**config.mk**
```make
export PLATFORM = sky130hd
export DESIGN_NAME = fact_engine_param
export DESIGN_NICKNAME = d
export VERILOG_FILES = /design/src/rtl/fact_engine_param.sv
export SDC_FILE = /design/constraint.sdc
export NUM_CORES = 1
export LEC_CHECK = 0
export ABC_AREA = 1
export BUFFER_PORTS_ARGS = -buffer_cell sky130_fd_sc_hd__buf_4
export CAP_MARGIN = 20
export CORE_MARGIN = 2
export CORE_UTILIZATION = 40
export CTS_BUF_LIST = sky130_fd_sc_hd__clkbuf_4 sky130_fd_sc_hd__clkbuf_8 sky130_fd_sc_hd__clkbuf_16
export CTS_CLUSTER_SIZE = 16
export DETAILED_ROUTE_END_ITERATION = 16
export GPL_TIMING_DRIVEN = 0
export PLACE_DENSITY = 0.59
export SYNTH_ARGS = -nofsm -noshare
export SYNTH_HDL_FRONTEND = slang
export SYNTH_SLANG_ARGS = --single-unit
export TNS_END_PERCENT = 1
```
**constraint.sdc**
```tcl
create_clock -name clk -period 4.5 [get_ports clk]
set_input_delay 0.9 -clock clk [delete_from_list [all_inputs] [get_ports clk]]
set_output_delay 0.9 -clock clk [all_outputs]
set_load 0.01 [all_outputs]
```
**src/rtl/fact_engine_param.sv**
```systemverilog
// Iterative factorial engine: one multiply per cycle from n down to 2, with
// sticky overflow detection and a build-time choice of wrap or saturate.
module fact_engine_param #(
  parameter int N_WIDTH      = 5,
  parameter int RESULT_WIDTH = 32,
  parameter int SATURATE     = 0
) (
  input  logic                    clk,
  input  logic                    rst,
  input  logic                    start,
  input  logic [N_WIDTH-1:0]      n_in,
  output logic                    busy,
  output logic                    done,
  output logic [RESULT_WIDTH-1:0] result,
  output logic                    ovf
);

  localparam int WW = RESULT_WIDTH + N_WIDTH;
  localparam bit SAT = (SATURATE != 0);

  localparam logic [1:0] S_IDLE = 2'd0;
  localparam logic [1:0] S_MULT = 2'd1;
  localparam logic [1:0] S_DONE = 2'd2;

  localparam logic [N_WIDTH-1:0]      CNT_ONE  = N_WIDTH'(1);
  localparam logic [RESULT_WIDTH-1:0] PROD_ONE = RESULT_WIDTH'(1);
  localparam logic [RESULT_WIDTH-1:0] ALL_ONES = '1;

  logic [1:0]              state;
  logic [N_WIDTH-1:0]      cnt;
  logic [RESULT_WIDTH-1:0] prod;
  logic [WW-1:0]           wide;
  logic                    step_ovf;

  // Full-width product so the operand never truncates and the carry-out
  // bits expose overflow of this step.
  assign wide     = {{N_WIDTH{1'b0}}, prod} * {{RESULT_WIDTH{1'b0}}, cnt};
  assign step_ovf = |wide[WW-1:RESULT_WIDTH];

  assign busy = (state != S_IDLE);
  assign done = (state == S_DONE);

  always_ff @(posedge clk or negedge rst) begin
    if (!rst) begin
      state  <= S_IDLE;
      cnt    <= '0;
      prod   <= PROD_ONE;
      ovf    <= 1'b0;
      result <= PROD_ONE;
    end else begin
      case (state)
        S_IDLE: begin
          if (start) begin
            cnt   <= n_in;
            prod  <= PROD_ONE;
            ovf   <= 1'b0;
            state <= S_MULT;
          end
        end
        S_MULT: begin
          if (cnt <= CNT_ONE) begin
            result <= prod;
            state  <= S_DONE;
          end else begin
            cnt <= cnt - CNT_ONE;
            if (step_ovf) ovf <= 1'b1;
            // Saturation ends the run on the first overflowing step.
            if (SAT && step_ovf) begin
              prod   <= ALL_ONES;
              result <= ALL_ONES;
              state  <= S_DONE;
            end else begin
              prod <= wide[RESULT_WIDTH-1:0];
            end
          end
        end
        S_DONE:  state <= S_IDLE;
        default: state <= S_IDLE;
      endcase
    end
  end

endmodule
```
==> metrics.yaml <==
routedWlPerCell_um: 15.0
cap_violations: 0
cp.arrival_ns: 4.55
dieHeight_um: 150
synth.distinct_cells: 41
wl_um: 22500
coreArea_um2: 20900
dp.cells: 1477
dp_hpwl_um: 17200
relSlewSlack_pct: 52.9
drive_gt1_share_pct: 14.1
slew_viol_final: 0
hold_viol_final: 0
viasPerCell: 4.69
fin_area_um2: 9700
num-nets-final: 1364
yosys.area.top_type: "fa_1"
path_class: "reg -> reg"
synth_edf_count: 0
hold_end: "result[27]"
cts_tree: "built"
yosysSeqAreaShare_pct: 21.3
hold_path.class: "reg -> reg"
num_rows: 53
rr_worst_depth: 21
period_share_pct: 95.8
worst_slew_pin_slew_ns: 0.706
htree_levels: 3
crit_chain: "clkbuf_4, buf_6, nand2_1, inv_1, fa_1, fa_1, inv_1, fa_1, inv_1, ha_2, nand2_2, nor2_1, nand3_1, nand3_2, nand2_2, nand2_2, buf_4, a21oi_1, or2_0, nand3_1, nand2_1"
cts_hold_buf: 0
period_minus_slack_ns: 4.31
r2r-end: "prod[23]"
overflow: 0
synth_area_um2: 8480
finClkSkew_ns: 0.00984
start_util_pct: 40.6
route.detailed.drc: 0
grt_pass1_wl_um: 37000
fmax_ghz: 0.232
grt_use_total_pct: 21.5
num_io_pins: 43
synth.area.top_cells: "fa_1 21%, dfrtp_1 21%, nand2_1 16%"
start_kind: "flop"
yosys_warnings: 0
layout_commonest_cell: "nand2_1"
syn_inst: 1160
rrSetupSlack_ns: 0.19
status: "finished clean"
num_vias: 7032
gp_congestion: 0.925
postSynthAreaPerCell_um2: 7.31
crit_required_ns: 4.74
stdcell_count: 1499
path_max_fanout: 10
clockRootBuffer: "clkbuf_16"
num_antenna_cells: 0
ant_nets: 0
dieArea_um2: 22400
grt_max_degree: 73
grt_pass1_vias: 7093
io_buffers: 42
multiInputGateArea_um2: 5490
synth_top_area_share_pct: 21.2
synth_seq_cells: 72
end_kind: "flop"
syn-num-nets: 1305
slowest_stage: "fa_1"
synth_flop_cell: "dfrtp_1"
timing.rr.start: "cnt[4]"
nFillCells: 2154
antenna_found_initial: 0
first_pass_iters: 4
hold_slack_ns: 0.494
async_flop_share_pct: 100
chipWidth_um: 150
place_area_um2: 9140
setup_violations: 0
rsz0062_at_grt: "yes"
area_delta_synth_final_pct: 14.4
max_stage_delay_ns: 0.56
hp-start: "result[27]"
cts.sinks: 72
path_clk_slew_ns: 0.06
whs_path_depth: 1
drt-initial-drc-count: 337
register_area_um2: 1810
layout_common_cells: "352 x nand2_1, 298 x inv_1, 90 x fa_1"
clock_path_buffers: 2
clkLatencyLatePin_ns: 0.35
cts_buffers: 9
-- layer usage --
| metal | wire length, um | up-vias | track usage (%) |
|---|---|---|---|
| met5 | 0 | - | 0 |
| met4 | 343 | 0 | 5.00 |
| met3 | 914 | 20 | 3.75 |
| met2 | 10600 | 125 | 36.0 |
| met1 | 10600 | 3362 | 29.1 |
| li1 | - | 3525 | - |
-- cell families (layout without fill, tap and decap cells) --
kind of cell             after synthesis  count (layout)  synth area share [%]
XOR/XNOR                              17              17                  1.76
adder cells (fa/ha/maj)              137             137                  28.2
AND/OR/NAND/NOR                      471             471                  22.6
AO/OA/AOI/OAI                         99              99                  6.70
buffers and inverters                332             396                  15.2
flip-flops                            72              72                  21.3
multiplexers                          32              32                  4.25
-- Yosys cell counts, drive strengths merged, types with 2 or more instances --
cell	number
o21bai	6
a21oi	44
inv	303
mux2	32
nand2	369
xor2	8
fa	90
a21o	2
o21ai	37
o31ai	4
buf	19
nor2	65
a22o	2
nor3	5
dfrtp	70
xnor2	9
and2	2
ha	47
nand4	2
dfstp	2
clkbuf	10
nand3	25
or2	2
o211ai	3
-- how the worst max path moves through the flow --
stage                      start  slack [ns]        to  cells past startpoint
after floorplan           cnt[3]        0.46  prod[30]                     22
after global placement    cnt[3]       -0.58       ovf                     24
after detailed placement  cnt[3]       -0.63       ovf                     24
after CTS                 cnt[4]       -0.02  prod[28]                     23
after global routing      cnt[4]      -0.007       ovf                     24
final                     cnt[4]        0.19  prod[23]                     21
-- repair_timing --
item,CTS,global route
gates resized for setup,18,45
buffers inserted,0,6
endpoints found under the setup margin,25,13
pin swaps,0,2
-- flip-flops by register name, indices dropped and copies added, names as in the netlist --
| name | count |
|---|---|
| prod | 32 |
| result | 32 |
| ovf | 1 |
| cnt | 5 |
| state | 2 |
-- critical path, delay by kind of cell, from the launching register on --
| kind | cells | cell delay, ns |
|---|---|---|
| AOI/OAI and AO/OA | 1 | 0.08 |
| adders and majority gates | 4 | 1.98 |
| buffers and inverters | 6 | 0.70 |
| DFF | 1 | 0.36 |
| and+or+nand+nor | 10 | 1.09 |
-- through the flow --
stage / setup TNS, ns / util (%) / setup WS [ns]
after floorplan: 0 / - / 0.456
after global placement: -7.14 / 43.7 / -0.584
after detailed placement: -7.62 / 43.7 / -0.625
after CTS: -0.0419 / 45.4 / -0.0190
after global routing: -0.00813 / 46.4 / -0.00716
final: 0 / 46.4 / 0.190
-- final cells by class --
type                            count  area share (%)
Clock buffer                       14            2.97
Sequential cell                    72            18.6
Clock inverter                      2           0.361
Multi-Input combinational cell    756            56.6
Tap cell                          275            3.55
Buffer                             28            2.31
Timing Repair Buffer               49            3.92
Inverter                          303            11.7
Power is left out: the tool's default activity adds up to more than one toggle a clock period on the data nets, which glitch-free logic cannot reach.
